--- config.mk ---
export PLATFORM = sky130hd
export DESIGN_NAME = ls_control_unit_flat
export DESIGN_NICKNAME = d
export VERILOG_FILES = /design/src/rtl/ls_control_unit_if.sv /design/src/rtl/ls_control_unit.sv /design/src/flat_wrapper.sv
export SDC_FILE = /design/constraint.sdc
export NUM_CORES = 1
export LEC_CHECK = 0
export CAP_MARGIN = 20
export CELL_PAD_IN_SITES_DETAIL_PLACEMENT = 1
export CELL_PAD_IN_SITES_GLOBAL_PLACEMENT = 1
export CORE_MARGIN = 5
export CORE_UTILIZATION = 19
export CTS_BUF_LIST = sky130_fd_sc_hd__clkbuf_4 sky130_fd_sc_hd__clkbuf_8 sky130_fd_sc_hd__clkbuf_16
export DETAILED_ROUTE_END_ITERATION = 7
export GPL_TIMING_DRIVEN = 0
export PLACE_DENSITY = 0.9
export RECOVER_POWER = 25
export SLEW_MARGIN = 40
export SYNTH_ARGS = -nofsm -noshare
export SYNTH_HDL_FRONTEND = slang
export SYNTH_SLANG_ARGS = --single-unit
--- constraint.sdc ---
create_clock -name Clock -period 1.9 [get_ports Clock]
set_input_delay 0.19 -clock Clock [delete_from_list [all_inputs] [get_ports Clock]]
set_output_delay 0.19 -clock Clock [all_outputs]
set_load 0.01 [all_outputs]
--- src/rtl/ls_control_unit_if.sv ---
// Control-unit bundle: instruction/memory/run inputs and all datapath control strobes.
// master = control unit, slave = datapath/memory side.
interface ls_control_unit_if;
  logic [31:0] IR;
  logic        mem_ready;
  logic        run;
  logic        PCout, Zlowout, MDRout, Rout, BAout, Cout;
  logic        PCin, IRin, MARin, MDRin, Yin, ZHighin, Zlowin, Rin;
  logic        Gra, Grb;
  logic        IncPC, Read, Write;
  logic [4:0]  op;
  logic [3:0]  state;
  logic        halted;
  logic        illegal;

  modport master (
    input  IR, mem_ready, run,
    output PCout, Zlowout, MDRout, Rout, BAout, Cout,
    output PCin, IRin, MARin, MDRin, Yin, ZHighin, Zlowin, Rin,
    output Gra, Grb, IncPC, Read, Write, op, state, halted, illegal
  );

  modport slave (
    output IR, mem_ready, run,
    input  PCout, Zlowout, MDRout, Rout, BAout, Cout,
    input  PCin, IRin, MARin, MDRin, Yin, ZHighin, Zlowin, Rin,
    input  Gra, Grb, IncPC, Read, Write, op, state, halted, illegal
  );
endinterface

--- src/rtl/ls_control_unit.sv ---
// Load/store control sequencer: Moore outputs decoded from state and opcode, zero latency from state.
// Memory waits stall in T1/T6(ld)/T7(st) until mem_ready; run gates fetch at instruction end.
module ls_control_unit (
  input  logic                 Clock,
  input  logic                 clear,
  ls_control_unit_if.master    bus
);

  typedef enum logic [3:0] {
    IDLE = 4'd0,
    T0   = 4'd1,
    T1   = 4'd2,
    T2   = 4'd3,
    T3   = 4'd4,
    T4   = 4'd5,
    T5   = 4'd6,
    T6   = 4'd7,
    T7   = 4'd8,
    HALT = 4'd9
  } state_t;

  localparam logic [4:0] OPC_LD   = 5'b00000;
  localparam logic [4:0] OPC_LDI  = 5'b00001;
  localparam logic [4:0] OPC_ST   = 5'b00010;
  localparam logic [4:0] OPC_NOP  = 5'b11010;
  localparam logic [4:0] OPC_HALT = 5'b11011;
  localparam logic [4:0] ALU_ADD  = 5'b00011;

  state_t     state_q, state_d, end_state;
  logic       prev_not_t1;
  logic [4:0] opc;
  logic       is_ld, is_ldi, is_st, is_mem;
  logic       unused_ir;

  assign opc       = bus.IR[31:27];
  assign unused_ir = ^bus.IR[26:0];
  assign is_ld     = (opc == OPC_LD);
  assign is_ldi    = (opc == OPC_LDI);
  assign is_st     = (opc == OPC_ST);
  assign is_mem    = is_ld | is_ldi | is_st;
  assign end_state = bus.run ? T0 : IDLE;
  assign bus.state = state_q;

  // prev_not_t1 marks the first cycle of a fetch wait so PC is loaded only once.
  always_ff @(posedge Clock or negedge clear) begin
    if (!clear) begin
      state_q     <= IDLE;
      prev_not_t1 <= 1'b0;
    end else begin
      state_q     <= state_d;
      prev_not_t1 <= (state_q != T1);
    end
  end

  always_comb begin
    state_d     = state_q;
    bus.PCout   = 1'b0;
    bus.Zlowout = 1'b0;
    bus.MDRout  = 1'b0;
    bus.Rout    = 1'b0;
    bus.BAout   = 1'b0;
    bus.Cout    = 1'b0;
    bus.PCin    = 1'b0;
    bus.IRin    = 1'b0;
    bus.MARin   = 1'b0;
    bus.MDRin   = 1'b0;
    bus.Yin     = 1'b0;
    bus.ZHighin = 1'b0;
    bus.Zlowin  = 1'b0;
    bus.Rin     = 1'b0;
    bus.Gra     = 1'b0;
    bus.Grb     = 1'b0;
    bus.IncPC   = 1'b0;
    bus.Read    = 1'b0;
    bus.Write   = 1'b0;
    bus.op      = 5'b00000;
    bus.halted  = 1'b0;
    bus.illegal = 1'b0;

    case (state_q)
      IDLE: if (bus.run) state_d = T0;
      T0: begin
        bus.PCout   = 1'b1;
        bus.MARin   = 1'b1;
        bus.IncPC   = 1'b1;
        bus.ZHighin = 1'b1;
        bus.Zlowin  = 1'b1;
        state_d     = T1;
      end
      T1: begin
        bus.Zlowout = 1'b1;
        bus.PCin    = prev_not_t1;
        bus.Read    = 1'b1;
        bus.MDRin   = 1'b1;
        if (bus.mem_ready) state_d = T2;
      end
      T2: begin
        bus.MDRout = 1'b1;
        bus.IRin   = 1'b1;
        state_d    = T3;
      end
      T3: begin
        if (is_mem) begin
          bus.Grb   = 1'b1;
          bus.BAout = 1'b1;
          bus.Yin   = 1'b1;
          state_d   = T4;
        end else if (opc == OPC_NOP) begin
          state_d = end_state;
        end else if (opc == OPC_HALT) begin
          state_d = HALT;
        end else begin
          bus.illegal = 1'b1;
          state_d     = end_state;
        end
      end
      T4: begin
        if (is_mem) begin
          bus.Cout    = 1'b1;
          bus.op      = ALU_ADD;
          bus.ZHighin = 1'b1;
          bus.Zlowin  = 1'b1;
          state_d     = T5;
        end else begin
          state_d = IDLE;
        end
      end
      T5: begin
        bus.Zlowout = 1'b1;
        if (is_ldi) begin
          bus.Gra = 1'b1;
          bus.Rin = 1'b1;
          state_d = end_state;
        end else if (is_ld || is_st) begin
          bus.MARin = 1'b1;
          state_d   = T6;
        end else begin
          bus.Zlowout = 1'b0;
          state_d     = IDLE;
        end
      end
      T6: begin
        if (is_ld) begin
          bus.Read  = 1'b1;
          bus.MDRin = 1'b1;
          if (bus.mem_ready) state_d = T7;
        end else if (is_st) begin
          bus.Gra   = 1'b1;
          bus.Rout  = 1'b1;
          bus.MDRin = 1'b1;
          state_d   = T7;
        end else begin
          state_d = IDLE;
        end
      end
      T7: begin
        if (is_ld) begin
          bus.MDRout = 1'b1;
          bus.Gra    = 1'b1;
          bus.Rin    = 1'b1;
          state_d    = end_state;
        end else if (is_st) begin
          bus.Write = 1'b1;
          if (bus.mem_ready) state_d = end_state;
        end else begin
          state_d = IDLE;
        end
      end
      HALT: bus.halted = 1'b1;
      default: state_d = IDLE;
    endcase
  end

endmodule

--- src/flat_wrapper.sv ---
// flat-port wrapper written by rule: the top's interface ports become plain ports
module ls_control_unit_flat 
  (Clock, clear, bus_IR, bus_mem_ready, bus_run, bus_PCout, bus_Zlowout, bus_MDRout, bus_Rout, bus_BAout, bus_Cout, bus_PCin, bus_IRin, bus_MARin, bus_MDRin, bus_Yin, bus_ZHighin, bus_Zlowin, bus_Rin, bus_Gra, bus_Grb, bus_IncPC, bus_Read, bus_Write, bus_op, bus_state, bus_halted, bus_illegal);
  ls_control_unit_if bus_i ();
  input  logic Clock;
  input  logic clear;
  input wire logic [$bits(bus_i.IR)-1:0] bus_IR;
  input wire logic [$bits(bus_i.mem_ready)-1:0] bus_mem_ready;
  input wire logic [$bits(bus_i.run)-1:0] bus_run;
  output wire logic [$bits(bus_i.PCout)-1:0] bus_PCout;
  output wire logic [$bits(bus_i.Zlowout)-1:0] bus_Zlowout;
  output wire logic [$bits(bus_i.MDRout)-1:0] bus_MDRout;
  output wire logic [$bits(bus_i.Rout)-1:0] bus_Rout;
  output wire logic [$bits(bus_i.BAout)-1:0] bus_BAout;
  output wire logic [$bits(bus_i.Cout)-1:0] bus_Cout;
  output wire logic [$bits(bus_i.PCin)-1:0] bus_PCin;
  output wire logic [$bits(bus_i.IRin)-1:0] bus_IRin;
  output wire logic [$bits(bus_i.MARin)-1:0] bus_MARin;
  output wire logic [$bits(bus_i.MDRin)-1:0] bus_MDRin;
  output wire logic [$bits(bus_i.Yin)-1:0] bus_Yin;
  output wire logic [$bits(bus_i.ZHighin)-1:0] bus_ZHighin;
  output wire logic [$bits(bus_i.Zlowin)-1:0] bus_Zlowin;
  output wire logic [$bits(bus_i.Rin)-1:0] bus_Rin;
  output wire logic [$bits(bus_i.Gra)-1:0] bus_Gra;
  output wire logic [$bits(bus_i.Grb)-1:0] bus_Grb;
  output wire logic [$bits(bus_i.IncPC)-1:0] bus_IncPC;
  output wire logic [$bits(bus_i.Read)-1:0] bus_Read;
  output wire logic [$bits(bus_i.Write)-1:0] bus_Write;
  output wire logic [$bits(bus_i.op)-1:0] bus_op;
  output wire logic [$bits(bus_i.state)-1:0] bus_state;
  output wire logic [$bits(bus_i.halted)-1:0] bus_halted;
  output wire logic [$bits(bus_i.illegal)-1:0] bus_illegal;
  assign bus_i.IR = bus_IR;
  assign bus_i.mem_ready = bus_mem_ready;
  assign bus_i.run = bus_run;
  assign bus_PCout = bus_i.PCout;
  assign bus_Zlowout = bus_i.Zlowout;
  assign bus_MDRout = bus_i.MDRout;
  assign bus_Rout = bus_i.Rout;
  assign bus_BAout = bus_i.BAout;
  assign bus_Cout = bus_i.Cout;
  assign bus_PCin = bus_i.PCin;
  assign bus_IRin = bus_i.IRin;
  assign bus_MARin = bus_i.MARin;
  assign bus_MDRin = bus_i.MDRin;
  assign bus_Yin = bus_i.Yin;
  assign bus_ZHighin = bus_i.ZHighin;
  assign bus_Zlowin = bus_i.Zlowin;
  assign bus_Rin = bus_i.Rin;
  assign bus_Gra = bus_i.Gra;
  assign bus_Grb = bus_i.Grb;
  assign bus_IncPC = bus_i.IncPC;
  assign bus_Read = bus_i.Read;
  assign bus_Write = bus_i.Write;
  assign bus_op = bus_i.op;
  assign bus_state = bus_i.state;
  assign bus_halted = bus_i.halted;
  assign bus_illegal = bus_i.illegal;
  ls_control_unit u_core (.Clock(Clock), .clear(clear), .bus(bus_i));
endmodule
==> results summary, run 1 <==
The clock tree from TritonCTS is done. The power per standard cell area came out at 1109 nW/um^2. The final worst setup slack is -0.2239 ns. The dominant combinational cell family by area after synthesis is simple AND/OR/NAND/NOR gates. The pin count of the biggest net entering global routing is 11. Summed over all nets, the half-perimeter wirelength after detailed placement is ~1900 um. After clock tree synthesis, the flow added hold-fix buffers numbering 0. Across every metal layer, demand over resource in global routing totals 0.1222. Global routing finished with a remaining overflow of 0.

The post-route clock period utilization came out at 1.118. The maximum VDD drop is around 0.39 mV. For this run, the register share of the synthesized area comes to 0.1764. For this block, the initial DRC count from the detailed router was 24. The post-synthesis adder-cell area fraction came out at 0. The row count came out at 22. The total count of max-transition violations in the final report came out at 0. The effective utilization at floorplan is 0.1952.

The top-level I/O count is 66. The tightest hold path in the finished design has a slack of 0.2587 ns. The die width is about 71 um. The most used flip-flop cell after synthesis is sky130_fd_sc_hd__dfrtp_1.

The startpoint identified for the worst register-to-register timing path is u_core.bus.state[0]$_DFFE_PN0P_. The fraction of final layout cells sized beyond drive strength 1 is 0.5203. The total CTS buffers came out at 3. After detailed routing, the average wire length per cell comes to around 16 um.

The XOR/XNOR share of the synthesized area is 0. After clock tree synthesis, the clock-pin slew on the worst setup and hold paths is 0.04 ns. The total power came out at 0.001628 W. Tracing the worst setup path back leads to its startpoint at u_core.bus.state[0]$_DFFE_PN0P_. The share of the synthesized area in compound gates (AO/OA/AOI/OAI) came out at 0.2116. The worst setup path is captured at an output port. The die footprint is about 5100 sq um.

The top achievable clock speed is ~470 MHz. The final RePlAce weighted congestion is ~0.84. The wire length of the first global-routing pass is about 5000 um. The number of global-route vias before repair came to about 1000.

The chip height came out at approximately 71 um. The synthesized area per cell is 7.971 sq um. Counting flops and latches in the post-synthesis netlist gives 5. Data arrives at the worst endpoint at 1.93 ns. At the worst endpoint, the required time is around 1.7 ns. Setup violations remaining at the end of the flow were counted as 15. The hold violation total from the final report came out at 0.

After technology mapping, the gate count stands at 89. The checks that failed: negative setup slack. The tree is rooted in a sky130_fd_sc_hd__clkbuf_8.

The DRC violations left is 0. The number of sinks handled by clock tree synthesis is 5. The leakage dissipation is between 0.6 and 0.7 nW. The via density per instance is around 4.8. The setup slack of the most critical reg-to-reg path came out at -0.11 ns. The async set-reset flop share out of synthesis is 1.000. The count of buffers added on input and output ports is 34.

The worst register-to-register path ends at u_core.bus.state[0]$_DFFE_PN0P_. For the finished layout, the period the worst path requires is around 2.1 ns. The via count of the routed design came out at 940. The H-tree level count came out at 1. The classification of the worst setup path is reg -> out. The tightest min-delay check is of the in -> async type.

The number of nets in the layout came out at 185. The synthesis-to-finish area growth came out at 106.9%. The mux cell area share after synthesis is 0.03527. Setup repair after global routing could not meet its margin everywhere.

The run finished, with violations left. Across the run, the number of max-cap violations was 0. The initial antenna violation count was 0. For the worst-skew pair, the clock arrives at the later sink with an insertion delay of ~0.22 ns. The number of diodes added for antenna fixing is 0. Counting distinct cell types in the post-synthesis netlist gives 46.

The worst setup path is launched from a flip-flop. The number of nets with antenna violations after routing came out at 0. Along the worst path, the maximum fanout reaches 5. The number of flops mapped to enable cells by yosys is 0.

Leaving out fill and tap cells, the most frequent cell in the layout is sky130_fd_sc_hd__buf_4. The number of detailed-routing iterations run before antenna repair is 4. Of the total synthesized cell area, the portion taken by AND, OR, NAND and NOR gates is 0.3880. The number of filler instances in the final layout came out at ~430.

The final wirelength is approximately 3100 um. The number of buffers between clock root and the deepest sink came out at 2. For this run, the number of Yosys warnings is 0. The area of the core region is roughly 3600 sq um.

Between clock sinks in the finished design, the worst skew comes to just under 0.005 ns. The post-synthesis cell area came out at around 710 sq um. In the layout the commonest cells are sky130_fd_sc_hd__buf_4, sky130_fd_sc_hd__buf_6, sky130_fd_sc_hd__dlygate4sd2_1. The cell count of the worst reg-to-reg path is 8.
## how the worst max path moves through the flow
stage / end / slack (ns) / depth (start not counted)
floorplan: bus_Gra / 0.008 / 5
global placement: bus_Zlowin / -0.77 / 7
detailed placement: bus_Zlowin / -0.85 / 7
CTS: bus_Gra / -0.21 / 6
global route: bus_Gra / -0.30 / 6
finish: bus_Gra / -0.22 / 6
## layer usage
metal / GRT usage / wire [um]
met5: 0 / 0
met4: 0.05428 / 75
met3: 0.02415 / 230
met2: 0.2152 / 1601
met1: 0.1420 / 1209
## kinds of logic (layout without fill, tap and decap cells)
kind of cell / count (synthesis) / after routing
AOI/OAI and AO/OA: 21 / 21
buffers and inverters: 19 / 76
DFF: 5 / 5
muxes: 2 / 2
other: 1 / 3
and+or+nand+nor: 41 / 41
## final cells by class
cell class | instances | area, sq um | area share
Buffer | 16 | 146.4 | 0.09974
Clock buffer | 4 | 48.80 | 0.03325
Inverter | 3 | 11.26 | 0.007673
Multi-Input combinational cell | 67 | 590.6 | 0.4024
Sequential cell | 5 | 126.4 | 0.08610
Tap cell | 48 | 60.06 | 0.04092
Timing Repair Buffer | 53 | 484.2 | 0.3299
## stage by stage
stage	instance area [sq um]	cells	worst slack (ns)	util	TNS, ns
floorplan	716.9	91	0.007546	-	0
global placement	1117	173	-0.7722	0.3075	-9.587
CTS	1384	192	-0.2118	0.3809	-1.061
global route	1468	196	-0.2984	0.4039	-2.696
finish	1468	196	-0.2239	0.4039	-1.629
detailed placement	1117	173	-0.8504	0.3075	-10.73
## worst max-delay path, stage by stage (launching register included)
cell and delay, ns:
sky130_fd_sc_hd__dfrtp_1 0.39, sky130_fd_sc_hd__buf_6 0.14, sky130_fd_sc_hd__or4b_4 0.54, sky130_fd_sc_hd__mux2_4 0.30
sky130_fd_sc_hd__nor3_4 0.12, sky130_fd_sc_hd__or2_1 0.11, sky130_fd_sc_hd__buf_2 0.12
## cells in the mapped netlist, types with 3 or more instances
cell type / count / area, sq um
sky130_fd_sc_hd__buf_4: 9 / 67.56
sky130_fd_sc_hd__nor2_1: 7 / 26.28
sky130_fd_sc_hd__dfrtp_1: 5 / 125.1
sky130_fd_sc_hd__nor3b_1: 5 / 37.54
sky130_fd_sc_hd__o21ai_0: 5 / 25.02
sky130_fd_sc_hd__nor3_1: 4 / 20.02
sky130_fd_sc_hd__buf_6: 3 / 33.78
sky130_fd_sc_hd__inv_1: 3 / 11.26
## sequential cells by signal, summed over array words and instances, names as in the netlist
| signal | flops |
|---|---|
| u_core.bus.state | 4 |
| u_core.prev_not_t1 | 1 |
## repair_timing
item	4_1_cts	5_1_grt
buffers inserted	15	5
pin swaps	10	9
endpoints found under the setup margin	23	24
gates resized for setup	84	17
hold endpoints to repair	0	0
## where the power goes
| group | internal (W) | total (W) | leakage [nW] | switching (W) |
|---|---|---|---|---|
| Clock | 0.000158 | 0.000211 | 0.0262 | 0.0000523 |
| Sequential | 0.000152 | 0.000198 | 0.0602 | 0.0000458 |
| Combinational | 0.000627 | 0.00122 | 0.592 | 0.000592 |
Note: power is estimated with default switching activity, not from simulation.
==> run 2: changes to the inputs <==
--- a/config.mk
+++ b/config.mk
@@ -5,6 +5,7 @@
 export SDC_FILE = /design/constraint.sdc
 export NUM_CORES = 1
 export LEC_CHECK = 0
+export ABC_CLOCK_PERIOD_IN_PS = 1900
 export CAP_MARGIN = 20
 export CELL_PAD_IN_SITES_DETAIL_PLACEMENT = 1
 export CELL_PAD_IN_SITES_GLOBAL_PLACEMENT = 1
==> results of run 2 <==
No change in the layout: final DEF, timing and power equal those of run 1.
